==> config.mk <==
export PLATFORM = sky130hd
export DESIGN_NAME = capture_buffer_flat
export DESIGN_NICKNAME = d
export VERILOG_FILES = /design/src/rtl/capture_buffer_if.sv /design/src/rtl/capture_buffer.sv /design/src/flat_wrapper.sv
export SDC_FILE = /design/constraint.sdc
export NUM_CORES = 1
export LEC_CHECK = 0
export CORE_MARGIN = 10
export CORE_UTILIZATION = 40
export CTS_CLUSTER_DIAMETER = 40
export CTS_CLUSTER_SIZE = 14
export DETAILED_ROUTE_END_ITERATION = 6
export HOLD_SLACK_MARGIN = 0.08
export MAX_ROUTING_LAYER = met4
export SLEW_MARGIN = 30
export SYNTH_ARGS = -nofsm -noshare
export SYNTH_HDL_FRONTEND = slang
export SYNTH_SLANG_ARGS = --single-unit
==> constraint.sdc <==
create_clock -name clock_i -period 7.5 [get_ports clock_i]
set_input_delay 0.75 -clock clock_i [delete_from_list [all_inputs] [get_ports clock_i]]
set_output_delay 0.75 -clock clock_i [all_outputs]
set_load 0.01 [all_outputs]
==> src/rtl/capture_buffer_if.sv <==
// ---------------------------------------------------------------
// capture_buffer_if: aligner-side sample stream and consumer-side head stream
// Rev 1.0
// ---------------------------------------------------------------
`default_nettype none

interface capture_buffer_if #(
  parameter int WIDTH = 24
);
  logic             ready_i;
  logic             valid_i;
  logic             error_i;
  logic [WIDTH-1:0] data_i;
  logic             m_valid_o;
  logic             m_ready_i;
  logic [WIDTH-1:0] m_data_o;
  logic             m_last_o;

  modport master (
    output ready_i, valid_i, error_i, data_i, m_ready_i,
    input  m_valid_o, m_data_o, m_last_o
  );

  modport slave (
    input  ready_i, valid_i, error_i, data_i, m_ready_i,
    output m_valid_o, m_data_o, m_last_o
  );
endinterface

`default_nettype wire

==> src/rtl/capture_buffer.sv <==
// ---------------------------------------------------------------
// capture_buffer: lock-gated sample capture into a show-ahead FIFO
// Rev 1.0
// ---------------------------------------------------------------
`default_nettype none

module capture_buffer #(
  parameter int WIDTH = 24,
  parameter int DEPTH = 16,
  parameter int ABITS = 4,
  parameter int BLOCK = 32,
  parameter int BBITS = 5
) (
  input  wire logic          clock_i,
  input  wire logic          reset_ni,
  input  wire logic          enable_i,
  input  wire logic          clear_i,
  capture_buffer_if.slave    bus,
  output logic [ABITS:0]     level_o,
  output logic               overflow_o,
  output logic [7:0]         drops_o,
  output logic               error_o,
  output logic [1:0]         state_o
);

  typedef enum logic [1:0] {
    ST_IDLE = 2'd0,
    ST_WAIT = 2'd1,
    ST_RUN  = 2'd2,
    ST_HALT = 2'd3
  } state_t;

  localparam logic [BBITS-1:0] c_frame_last = BBITS'(BLOCK - 1);

  state_t           r_state;
  logic [BBITS-1:0] r_frame;
  logic [ABITS:0]   r_wr_ptr;
  logic [ABITS:0]   r_rd_ptr;
  logic [WIDTH:0]   r_mem [DEPTH];
  logic             r_m_valid;
  logic [WIDTH-1:0] r_m_data;
  logic             r_m_last;
  logic             r_overflow;
  logic [7:0]       r_drops;
  logic             r_error;

  logic             w_full;
  logic             w_pop;
  logic             w_lock_lost;
  logic             w_attempt;
  logic             w_accept;
  logic             w_drop;
  logic             w_last;
  logic [ABITS:0]   w_rd_next;
  logic             w_head_next;

  assign w_full      = (r_wr_ptr[ABITS] != r_rd_ptr[ABITS]) &&
                       (r_wr_ptr[ABITS-1:0] == r_rd_ptr[ABITS-1:0]);
  assign w_pop       = r_m_valid && bus.m_ready_i;
  assign w_lock_lost = bus.error_i || !bus.valid_i;
  assign w_attempt   = enable_i && (r_state == ST_RUN) && !w_lock_lost && bus.ready_i;
  assign w_accept    = w_attempt && (!w_full || w_pop);
  assign w_drop      = w_attempt && !w_accept;
  assign w_last      = (r_frame == c_frame_last);
  assign w_rd_next   = r_rd_ptr + {{ABITS{1'b0}}, w_pop};
  // Compared against the pre-edge write pointer so a fresh write is never bypassed.
  assign w_head_next = (r_wr_ptr != w_rd_next);

  always_ff @(posedge clock_i) begin
    if (w_accept) begin
      r_mem[r_wr_ptr[ABITS-1:0]] <= {w_last, bus.data_i};
    end
  end

  always_ff @(posedge clock_i or negedge reset_ni) begin
    if (!reset_ni) begin
      r_wr_ptr  <= '0;
      r_rd_ptr  <= '0;
      r_m_valid <= 1'b0;
      r_m_data  <= '0;
      r_m_last  <= 1'b0;
    end else begin
      r_wr_ptr  <= r_wr_ptr + {{ABITS{1'b0}}, w_accept};
      r_rd_ptr  <= w_rd_next;
      r_m_valid <= w_head_next;
      if (w_head_next) begin
        {r_m_last, r_m_data} <= r_mem[w_rd_next[ABITS-1:0]];
      end
    end
  end

  always_ff @(posedge clock_i or negedge reset_ni) begin
    if (!reset_ni) begin
      r_state <= ST_IDLE;
      r_frame <= '0;
    end else begin
      if (!enable_i) begin
        r_state <= ST_IDLE;
      end else begin
        case (r_state)
          ST_IDLE: r_state <= ST_WAIT;
          ST_WAIT: if (!w_lock_lost) r_state <= ST_RUN;
          ST_RUN:  if (w_lock_lost)  r_state <= ST_HALT;
          ST_HALT: if (clear_i)      r_state <= ST_WAIT;
          default: r_state <= ST_IDLE;
        endcase
      end
      // Rejected attempts still advance the count to keep frames aligned to sample time.
      if (!enable_i || (r_state != ST_RUN) || w_lock_lost) begin
        r_frame <= '0;
      end else if (bus.ready_i) begin
        r_frame <= r_frame + 1'b1;
      end
    end
  end

  always_ff @(posedge clock_i or negedge reset_ni) begin
    if (!reset_ni) begin
      r_overflow <= 1'b0;
      r_drops    <= '0;
      r_error    <= 1'b0;
    end else if (clear_i) begin
      r_overflow <= 1'b0;
      r_drops    <= '0;
      r_error    <= 1'b0;
    end else begin
      if (w_drop) begin
        r_overflow <= 1'b1;
        if (r_drops != 8'hFF) begin
          r_drops <= r_drops + 8'd1;
        end
      end
      if (enable_i && (r_state == ST_RUN) && w_lock_lost) begin
        r_error <= 1'b1;
      end
    end
  end

  assign bus.m_valid_o = r_m_valid;
  assign bus.m_data_o  = r_m_data;
  assign bus.m_last_o  = r_m_last;
  assign level_o       = r_wr_ptr - r_rd_ptr;
  assign overflow_o    = r_overflow;
  assign drops_o       = r_drops;
  assign error_o       = r_error;
  assign state_o       = r_state;

endmodule

`default_nettype wire

==> src/flat_wrapper.sv <==
// flat-port wrapper written by rule: the top's interface ports become plain ports
module capture_buffer_flat 
#(
  parameter int WIDTH = 24,
  parameter int DEPTH = 16,
  parameter int ABITS = 4,
  parameter int BLOCK = 32,
  parameter int BBITS = 5
)
  (clock_i, reset_ni, enable_i, clear_i, level_o, overflow_o, drops_o, error_o, state_o, bus_ready_i, bus_valid_i, bus_error_i, bus_data_i, bus_m_ready_i, bus_m_valid_o, bus_m_data_o, bus_m_last_o);
  capture_buffer_if #(.WIDTH(WIDTH)) bus_i ();
  input  wire logic clock_i;
  input  wire logic reset_ni;
  input  wire logic enable_i;
  input  wire logic clear_i;
  output logic [ABITS:0] level_o;
  output logic overflow_o;
  output logic [7:0] drops_o;
  output logic error_o;
  output logic [1:0] state_o;
  input wire logic [$bits(bus_i.ready_i)-1:0] bus_ready_i;
  input wire logic [$bits(bus_i.valid_i)-1:0] bus_valid_i;
  input wire logic [$bits(bus_i.error_i)-1:0] bus_error_i;
  input wire logic [$bits(bus_i.data_i)-1:0] bus_data_i;
  input wire logic [$bits(bus_i.m_ready_i)-1:0] bus_m_ready_i;
  output wire logic [$bits(bus_i.m_valid_o)-1:0] bus_m_valid_o;
  output wire logic [$bits(bus_i.m_data_o)-1:0] bus_m_data_o;
  output wire logic [$bits(bus_i.m_last_o)-1:0] bus_m_last_o;
  assign bus_i.ready_i = bus_ready_i;
  assign bus_i.valid_i = bus_valid_i;
  assign bus_i.error_i = bus_error_i;
  assign bus_i.data_i = bus_data_i;
  assign bus_i.m_ready_i = bus_m_ready_i;
  assign bus_m_valid_o = bus_i.m_valid_o;
  assign bus_m_data_o = bus_i.m_data_o;
  assign bus_m_last_o = bus_i.m_last_o;
  capture_buffer #(.WIDTH(WIDTH), .DEPTH(DEPTH), .ABITS(ABITS), .BLOCK(BLOCK), .BBITS(BBITS)) u_core (.clock_i(clock_i), .reset_ni(reset_ni), .enable_i(enable_i), .clear_i(clear_i), .bus(bus_i), .level_o(level_o), .overflow_o(overflow_o), .drops_o(drops_o), .error_o(error_o), .state_o(state_o));
endmodule
==> run summary <==
outcome = complete, no violations
worst-margin pin slew = 0.914 ns
hpwl dp = 22700 um
# hold bufs at CTS = 0
drc violations = 0
Syn-to-layout area delta = 21.2%
Tightest Hold Check Type = input pin to asynchronous set/reset pin
Initial Utilization = 0.407
filler instances = 3447
Layout Utilization = 0.493
row count = 76
Peak VDD IR = 0.000280 V
CTS tree = built
min Tclk post-route = 3.86 ns
Main synth FF type = edfxtp_1
Setup crit start kind = flop
commonest non-fill, non-tap cell in the layout = edfxtp_1
max frequency = 0.259 GHz
CP max FO = 17
post-route cell area = 21300 um^2
R2R setup slack = 3.64 ns
Power Dens Cells = 383 nW/um^2
clock latency at the later pin of the worst-skew pair = 0.59 ns
IO Port Bufs = 74
Fin. Hold Viols = 0
gr usage total = 0.151
setup tns final = 0 ns
clock sinks = 453
average wire per standard cell = 23.8 um
GR Overflow Total = 0
top-area cell type share of the netlist area = 0.682
Crit Path Class = flop to flop
Worst-path clk slew = 0.06 ns
relative slew slack = 0.387
YS warnings = 0
1st-iter DRT viols = 625
Synth Register Bits = 453
final setup violation count = 0
GPL Wtd Cong = 0.703
vias post-DR = 8616
FFs w/ async S/R, synth = 0.117
IO Pins = 75
Placed Area = 19500 um^2
drt total wl = 38400 um
Setup Buffers After CTS = 0
maxcap violations = 0
first-pass GRT wire length = 58600 um
largest area contributor in the netlist = edfxtp_1
Final WS setup = 3.64 ns
Area contributors post-synth = edfxtp_1 68%, mux4_2 13%, dfrtp_1 7.5%
EDFF count, synth = 400
Longest Clk Path Bufs = 3
CTS H-tree lvls = 2
share of layout cells above drive strength 1 = 0.245
Leakage = 0.00694 uW
area of the core = 43300 um^2
pre-CTS setup slack = 3.08 ns
RSZ-0062 raised after global routing = false
clk root buf = clkbuf_16
sequential fraction of the synthesis area = 0.757
CP arrival = 4.11 ns
most frequent cells in the layout = 400 x edfxtp_1, 100 x mux4_2, 73 x clkdlybuf4s50_1, 55 x clkbuf_16, 53 x dfrtp_1
CP Capture Type = flop
Critical Path RT = 7.74 ns
max-slew violation count = 0
Final #Nets = 1034
cell area after synthesis = 17600 um^2
post-synth cell types = 41
via/cell ratio = 5.34
clock skew = 0.0166 ns
Post-DRT Antenna Nets = 0
largest net degree at the start of global routing = 73
area of the die = 52800 um^2
Die W = 230 um
initial antenna violation count = 0
crit share post-route = 0.515
drt pass-1 iters = 5
DIE HEIGHT = 230 um
Mapped Cells = 873
Num CTS Buffers = 54
syn nets = 921
CTS resizes = 0
Diodes inserted = 0
vias in the first global route = 9021
Mapped Avg Cell Area = 20.2 um^2
## registers in the layout, indices dropped and copies added (netlist names)
name	cells
u_core.r_rd_ptr	5
u_core.overflow_o	1
u_core.error_o	1
u_core.r_wr_ptr	5
u_core.bus.m_data_o	24
u_core.r_mem	400
u_core.drops_o	8
u_core.bus.m_last_o	1
u_core.bus.m_valid_o	1
u_core.state_o	2
u_core.r_frame	5
## kinds of logic after synthesis
logic type / after synthesis / share of synthesized area
AO/OA/AOI/OAI: 91 / 0.0352
XOR/XNOR: 22 / 0.0121
adder cells (fa/ha/maj): 16 / 0.0118
buffers and inverters: 60 / 0.0161
flip-flops: 453 / 0.757
multiplexers: 106 / 0.131
AND/OR/NAND/NOR: 125 / 0.0361
## area by class of cell
type	count	area [um^2]	share of cell area
clock buffer	60	1410	0.0658
clock inverter	39	427	0.0200
inverter	16	60.1	0.00281
multi-input combinational	360	4170	0.195
sequential	453	13300	0.625
tap	585	732	0.0343
timing repair buffer	101	1210	0.0567
## stage by stage
step	hold slack [ns]	instances	total power, uW
after global placement	0.462	1500	5600
after global routing	0.434	1614	8570
after floorplan	0.454	873	4820
after detailed placement	0.465	1515	5650
final	0.372	1614	8160
after CTS	0.393	1614	8290
## worst max-delay path: stages, from the launching register on
cell	delay, ns
dfrtp_1	0.57
inv_1	0.12
ha_1	0.37
nand4_1	0.16
nor3b_4	0.08
nor3_1	0.51
nand3_1	0.42
nor3_2	0.78
buf_4	0.48
## cell usage after synthesis (2+ instances only)
cell type,number
ha_1,15
or3_2,2
buf_2,19
and2_2,2
clkbuf_1,16
nand3_1,10
a21oi_1,7
o21ai_0,5
a211oi_1,25
buf_4,7
a21o_1,2
nor3_1,6
nand4_1,6
nor2_1,29
mux2i_1,6
o31ai_1,25
xor2_1,9
dfrtp_1,53
mux4_2,100
o22ai_1,25
xnor2_1,11
nand2_1,31
and3_1,2
inv_1,15
nor2b_1,26
nand2b_1,4
or3_1,2
edfxtp_1,400
## power breakdown
| part | internal [uW] | total (uW) | switching [uW] |
|---|---|---|---|
| registers | 2860 | 2970 | 107 |
| logic | 1300 | 2560 | 1270 |
| clock network | 1560 | 2630 | 1080 |
## worst paths after layout
kind	from	to	cells after the start
min in group clock_i	u_core.bus.m_data_o[21]	u_core.bus.m_data_o[21]	2
min	reset_ni	u_core.r_rd_ptr[1]	2
max reg2reg	u_core.r_rd_ptr[2]	u_core.r_mem[0][8]	8
max	u_core.r_rd_ptr[2]	u_core.r_mem[0][8]	8
min reg2reg	u_core.bus.m_data_o[21]	u_core.bus.m_data_o[21]	2
max in group asynchronous	reset_ni	u_core.bus.m_data_o[10]	2
## layer usage
metal  GRT usage  routed length (um)
met1       0.200               17300
met2       0.237               18700
met3      0.0266                1750
met4      0.0460                 751
met5           -                   0
Power figures use the tool's default switching activity.
